<file path="config.mk">
export PLATFORM = sky130hd
export DESIGN_NAME = dp_run_ctrl_flat
export DESIGN_NICKNAME = d
export VERILOG_FILES = /design/src/rtl/dp_run_ctrl_if.sv /design/src/rtl/dp_run_ctrl.sv /design/src/flat_wrapper.sv
export SDC_FILE = /design/constraint.sdc
export NUM_CORES = 1
export LEC_CHECK = 0
export CORE_MARGIN = 4
export CORE_UTILIZATION = 40
export DETAILED_ROUTE_END_ITERATION = 10
export PLACE_DENSITY_LB_ADDON = 0.15
export SETUP_SLACK_MARGIN = 0.4
export SLEW_MARGIN = 20
export SYNTH_ARGS = -nofsm -noshare
export SYNTH_HDL_FRONTEND = slang
export SYNTH_SLANG_ARGS = --single-unit
</file>
<file path="constraint.sdc">
create_clock -name clk_pre -period 5.2 [get_ports clk_pre]
set_input_delay 0.52 -clock clk_pre [delete_from_list [all_inputs] [get_ports clk_pre]]
set_output_delay 0.52 -clock clk_pre [all_outputs]
set_load 0.03 [all_outputs]
</file>
<file path="src/rtl/dp_run_ctrl_if.sv">
// Board-side bundle for the datapath run/step controller.
// The controller takes the slave view; the board top takes the master view.
interface dp_run_ctrl_if #(
  parameter int unsigned CW = 16
);
  logic          run_sw;
  logic          step_btn;
  logic [159:0]  regs;
  logic          dp_en;
  logic [1:0]    state;
  logic [CW-1:0] cycle_cnt;
  logic          pass;
  logic          fail;

  modport master (
    output run_sw, step_btn, regs,
    input  dp_en, state, cycle_cnt, pass, fail
  );

  modport slave (
    input  run_sw, step_btn, regs,
    output dp_en, state, cycle_cnt, pass, fail
  );
endinterface

</file>
<file path="src/rtl/dp_run_ctrl.sv">
// Run/step controller: issues one-cycle datapath advance enables and
// halts the datapath on a matching result signature or on timeout.
module dp_run_ctrl #(
  parameter int unsigned DIV     = 1000000,
  parameter int unsigned DB      = 100000,
  parameter int unsigned TIMEOUT = 4096,
  parameter int unsigned CW      = 16,
  parameter logic [31:0] EXP0    = 32'h0e,
  parameter logic [31:0] EXP1    = 32'h0d,
  parameter logic [31:0] EXP2    = 32'h0d,
  parameter logic [31:0] EXP3    = 32'h0f,
  parameter logic [31:0] EXP4    = 32'h50
) (
  input  logic      clk_pre,
  input  logic      reset,
  dp_run_ctrl_if.slave bus
);

  localparam int unsigned TW  = $clog2(DIV);
  localparam int unsigned DBW = $clog2(DB + 1);

  typedef enum logic [1:0] {
    HOLD = 2'd0,
    RUN  = 2'd1,
    DONE = 2'd2,
    FAIL = 2'd3
  } state_e;

  state_e         state_q, state_d;
  logic           en_q, en_d;
  logic [CW-1:0]  cnt_q, cnt_d;
  logic [TW-1:0]  tcnt_q, tcnt_d;
  logic [1:0]     sync_q;
  logic           db_q, db_d;
  logic           dbp_q;
  logic [DBW-1:0] dbc_q, dbc_d;

  logic tick;
  logic step_ev;
  logic fwd;
  logic rev;
  logic match;
  logic tmo;

  assign tick   = (tcnt_q == TW'(DIV - 1));
  assign tcnt_d = tick ? '0 : tcnt_q + TW'(1);

  // Debounce: adopt the synced level once it has differed DB cycles in a row
  always_comb begin
    dbc_d = '0;
    db_d  = db_q;
    if (sync_q[1] != db_q) begin
      if (dbc_q == DBW'(DB - 1)) begin
        db_d = sync_q[1];
      end else begin
        dbc_d = dbc_q + DBW'(1);
      end
    end
  end

  assign step_ev = db_q & ~dbp_q;

  assign fwd = (bus.regs[31:0]    == EXP0) &&
               (bus.regs[63:32]   == EXP1) &&
               (bus.regs[95:64]   == EXP2) &&
               (bus.regs[127:96]  == EXP3) &&
               (bus.regs[159:128] == EXP4);
  assign rev = (bus.regs[31:0]    == EXP4) &&
               (bus.regs[63:32]   == EXP3) &&
               (bus.regs[95:64]   == EXP2) &&
               (bus.regs[127:96]  == EXP1) &&
               (bus.regs[159:128] == EXP0);
  assign match = fwd | rev;
  assign tmo   = (cnt_q == CW'(TIMEOUT));

  always_comb begin
    state_d = state_q;
    en_d    = 1'b0;
    cnt_d   = cnt_q;
    case (state_q)
      HOLD: begin
        if (match) begin
          state_d = DONE;
        end else if (tmo) begin
          state_d = FAIL;
        end else if (bus.run_sw) begin
          state_d = RUN;
        end else if (step_ev) begin
          en_d  = 1'b1;
          cnt_d = cnt_q + CW'(1);
        end
      end
      RUN: begin
        if (match) begin
          state_d = DONE;
        end else if (tmo) begin
          state_d = FAIL;
        end else if (!bus.run_sw) begin
          state_d = HOLD;
        end else if (tick) begin
          en_d  = 1'b1;
          cnt_d = cnt_q + CW'(1);
        end
      end
      default: begin
        state_d = state_q;
      end
    endcase
  end

  always_ff @(posedge clk_pre) begin
    if (reset) begin
      state_q <= HOLD;
      en_q    <= 1'b0;
      cnt_q   <= '0;
      tcnt_q  <= '0;
      sync_q  <= 2'b00;
      db_q    <= 1'b0;
      dbp_q   <= 1'b0;
      dbc_q   <= '0;
    end else begin
      state_q <= state_d;
      en_q    <= en_d;
      cnt_q   <= cnt_d;
      tcnt_q  <= tcnt_d;
      sync_q  <= {sync_q[0], bus.step_btn};
      db_q    <= db_d;
      dbp_q   <= db_q;
      dbc_q   <= dbc_d;
    end
  end

  assign bus.dp_en     = en_q;
  assign bus.state     = state_q;
  assign bus.cycle_cnt = cnt_q;
  assign bus.pass      = (state_q == DONE);
  assign bus.fail      = (state_q == FAIL);

endmodule

</file>
<file path="src/flat_wrapper.sv">
// flat-port wrapper written by rule: the top's interface ports become plain ports
module dp_run_ctrl_flat 
#(
  parameter int unsigned DIV     = 1000000,
  parameter int unsigned DB      = 100000,
  parameter int unsigned TIMEOUT = 4096,
  parameter int unsigned CW      = 16,
  parameter logic [31:0] EXP0    = 32'h0e,
  parameter logic [31:0] EXP1    = 32'h0d,
  parameter logic [31:0] EXP2    = 32'h0d,
  parameter logic [31:0] EXP3    = 32'h0f,
  parameter logic [31:0] EXP4    = 32'h50
)
  (clk_pre, reset, bus_run_sw, bus_step_btn, bus_regs, bus_dp_en, bus_state, bus_cycle_cnt, bus_pass, bus_fail);
  dp_run_ctrl_if #(.CW(CW)) bus_i ();
  input  logic clk_pre;
  input  logic reset;
  input wire logic [$bits(bus_i.run_sw)-1:0] bus_run_sw;
  input wire logic [$bits(bus_i.step_btn)-1:0] bus_step_btn;
  input wire logic [$bits(bus_i.regs)-1:0] bus_regs;
  output wire logic [$bits(bus_i.dp_en)-1:0] bus_dp_en;
  output wire logic [$bits(bus_i.state)-1:0] bus_state;
  output wire logic [$bits(bus_i.cycle_cnt)-1:0] bus_cycle_cnt;
  output wire logic [$bits(bus_i.pass)-1:0] bus_pass;
  output wire logic [$bits(bus_i.fail)-1:0] bus_fail;
  assign bus_i.run_sw = bus_run_sw;
  assign bus_i.step_btn = bus_step_btn;
  assign bus_i.regs = bus_regs;
  assign bus_dp_en = bus_i.dp_en;
  assign bus_state = bus_i.state;
  assign bus_cycle_cnt = bus_i.cycle_cnt;
  assign bus_pass = bus_i.pass;
  assign bus_fail = bus_i.fail;
  dp_run_ctrl #(.DIV(DIV), .DB(DB), .TIMEOUT(TIMEOUT), .CW(CW), .EXP0(EXP0), .EXP1(EXP1), .EXP2(EXP2), .EXP3(EXP3), .EXP4(EXP4)) u_core (.clk_pre(clk_pre), .reset(reset), .bus(bus_i));
endmodule
</file>
==> impl_metrics.tcl <==
set metrics [dict create \
    status "completed" \
    clock-sinks 60 \
    postLayoutCellArea_um2 5170 \
    grt-ovfl-total 0 \
    post_cts_buffers 0 \
    cts_buffer_depth 2 \
    yosys-top-cells-area "dfxtp_1 (40%), nor4_1 (8.3%), xor2_1 (6.4%)" \
    setup_tns_ns 0 \
    power_leakage_nw 1.78 \
    slew_headroom_pct 49.8 \
    antenna_cells 0 \
    root_buffer "clkbuf_8" \
    viasPerCell 5.19 \
    syn_nets 530 \
    pin_count 185 \
    clkPwrFrac_pct 40.6 \
    path_class "input port to flop" \
    crit_family "simple AND/OR/NAND/NOR gates" \
    antenna_found_initial 0 \
    clock_latency_ns 0.34 \
    dpl_cell_area_um2 4970 \
    synthAdderAreaFrac_pct 1.65 \
    synth-compound-area-share_pct 7.23 \
    end_kind "flop" \
    grt_util_all_layers_pct 22.6 \
    final_util_pct 70.9 \
    min_path_type "flop to flop" \
    synthXorXnorAreaFrac_pct 10.1 \
    synth-simple-area-share_pct 38.2 \
    ctsHtreeMaxLevel 3 \
    cp.arrival_ns 2.82 \
    synth_top_cell_area_share_pct 39.6 \
    power_mw 1.03 \
    route.detailed.drc 0 \
    nets 717 \
    fmax_ghz 0.380 \
    drtIter0Drc 87 \
    die_x_um 95.0 \
    clock_skew_ns 0.0104 \
    fin_crit_ns 2.63 \
    yosysTopAreaCell "dfxtp_1" \
    rows 31 \
    rsz0062_at_grt "false" \
    syn2layout_area_growth_pct 70.6 \
    core_um2 7290 \
    yosysSeqAreaShare_pct 39.6 \
    slew_viol_final 0 \
    cellInternalPower_mw 0.824 \
    synth_seq_cells 60 \
    combinationalPowerShare_pct 14.3 \
    vias 3386 \
    syn_inst 362 \
    setup_violations 0 \
    start_util_pct 41.6 \
    hp-start "u_core.dbc_q[0]" \
    stdcell_count 653 \
    post-place-cells 637 \
    worstMarginPinSlew_ns 0.750 \
    worst-path-buf-inv 1 \
    netlist_area_um2 3030 \
    hpwl_mm 8.66 \
    fill_cells 581 \
    drt-pass1-iter-count 4 \
    finalHoldViolCount 0 \
    routed_wl_mm 10.4 \
    grt_pass1_wl_mm 15.7 \
    crit_path_start "bus_regs[139]" \
    synth_cell_types 40 \
    async_reset_ff_share_pct 0 \
    critical_path.startpoint_type "input port" \
    ctsHoldBuffers 0 \
    avgSynthCellArea_um2 8.37 \
    dieArea_um2 9030 \
    p_switching_mw 0.208 \
    cpMostUsedCell "nor4_1" \
    synthMuxAreaShare_pct 0.661 \
    ys_warn_count 0 \
    die_h_um 95.0 \
    crit_fanout 23 \
    cts_tree "done" \
    finalCritPeriodShare_pct 50.6 \
    cp.required_ns 5.39 \
    grt_pass1_vias 3312 \
    gp_congestion 0.792 \
    crit_slowest_cell "nor4_1" \
    synth_flop_cell "dfxtp_1" \
    pwr-share-seq_pct 45.1 \
    cp_cell_sequence "clkdlybuf4s50_1, nor4_1, nand4_1, nor4_1, nand4_2, nand2_4, mux2i_1, nor2_1" \
    powerDensity_nw_per_um2 200 \
    ant_nets 0 \
    path_clk_slew_ns 0.06 \
    sw_frac_of_total_pct 20.2 \
    grt_max_degree 24 \
    max-cap-violations 0 \
    vdd_ir_drop_max_uv 183 \
    drive_gt1_share_pct 3.97 \
    cts_resized 0 \
    port-buffer-count 184 \
    cts_buffers 9 \
    r2r_start "u_core.tcnt_q[13]" \
    synth_top_family_by_area "simple AND/OR/NAND/NOR gates" \
    synth_edf_count 0 \
    critPathMaxStageDelay_ns 0.56 \
    wl_per_cell_um 16.0 \
]
## cells by family (layout without fill, tap and decap cells)
kind of cell / after synthesis / after routing
simple gates: 209 / 209
flops: 60 / 60
xor+xnor: 35 / 35
compound gates: 34 / 34
buf+inv: 18 / 210
fa+ha+maj: 4 / 4
mux: 2 / 2
## routing by layer
layer  global-route usage [%]  wire length (µm)  vias up
li1                         -                 -     1713
met1                     23.0              3880     1532
met2                     43.1              5390      126
met3                     8.05               967       15
met4                     6.49               181        0
met5                        0                 0        -
## cell usage after synthesis, types with 4 or more instances
cell / n
a21oi_1: 11
inv_1: 9
o21ai_0: 8
clkbuf_1: 6
nor4_1: 40
nand3_1: 23
or3_1: 8
ha_1: 4
nor2_1: 49
nor4b_1: 6
dfxtp_1: 60
nand4_1: 18
nor3_1: 5
and3_1: 13
o21a_1: 6
xor2_1: 22
nand2_1: 26
xnor2_1: 13
## layout by cell type (no fill, tap or decap), types with 9 or more instances in the layout
cell / n
a21oi_1: 11
and3_1: 13
clkbuf_8: 11
clkdlybuf4s50_1: 184
dfxtp_1: 60
inv_1: 9
nand2_1: 26
nand3_1: 23
nand4_1: 18
nor2_1: 49
nor4_1: 40
xnor2_1: 13
xor2_1: 22
## worst paths after layout
kind | end | slack (ns) | cells past startpoint
max | u_core.bus.cycle_cnt[1] | 2.57 | 8
min | u_core.dbc_q[0] | 0.45 | 1
max reg2reg | u_core.bus.cycle_cnt[14] | 2.91 | 7
min reg2reg | u_core.dbc_q[0] | 0.45 | 1
## power groups by stage
stage | Combinational, mW | Clock [mW] | Sequential (mW)
after floorplan | 0.0176 | 0 | 0.476
after global routing | 0.156 | 0.454 | 0.466
final | 0.148 | 0.419 | 0.466
after detailed placement | 0.148 | 0 | 0.476
after CTS | 0.148 | 0.430 | 0.466
after global placement | 0.146 | 0 | 0.476
## metrics by stage
step                      setup WS [ns]  hold WS, ns
after floorplan                    3.12        0.414
after global placement             2.28        0.428
after global routing               2.29        0.474
final                              2.57        0.448
after detailed placement           2.25        0.439
after CTS                          2.54        0.452
## registers in the layout, summed over array words and instances (netlist names)
signal                flops
u_core.bus.cycle_cnt     16
u_core.dbp_q              1
u_core.tcnt_q            20
u_core.bus.state          2
u_core.sync_q             2
u_core.dbc_q             17
u_core.bus.dp_en          1
u_core.db_q               1
## final cells by class
type	instances	area [µm²]	share of cell area, %
Inverter	9	33.8	0.654
Clock buffer	12	155	3.00
Timing Repair Buffer	185	1850	35.8
Multi-Input combinational cell	284	1760	34.0
Clock inverter	4	47.5	0.920
Tap cell	99	124	2.40
Sequential cell	60	1200	23.2
No activity file was read; power rests on OpenSTA's default activity.
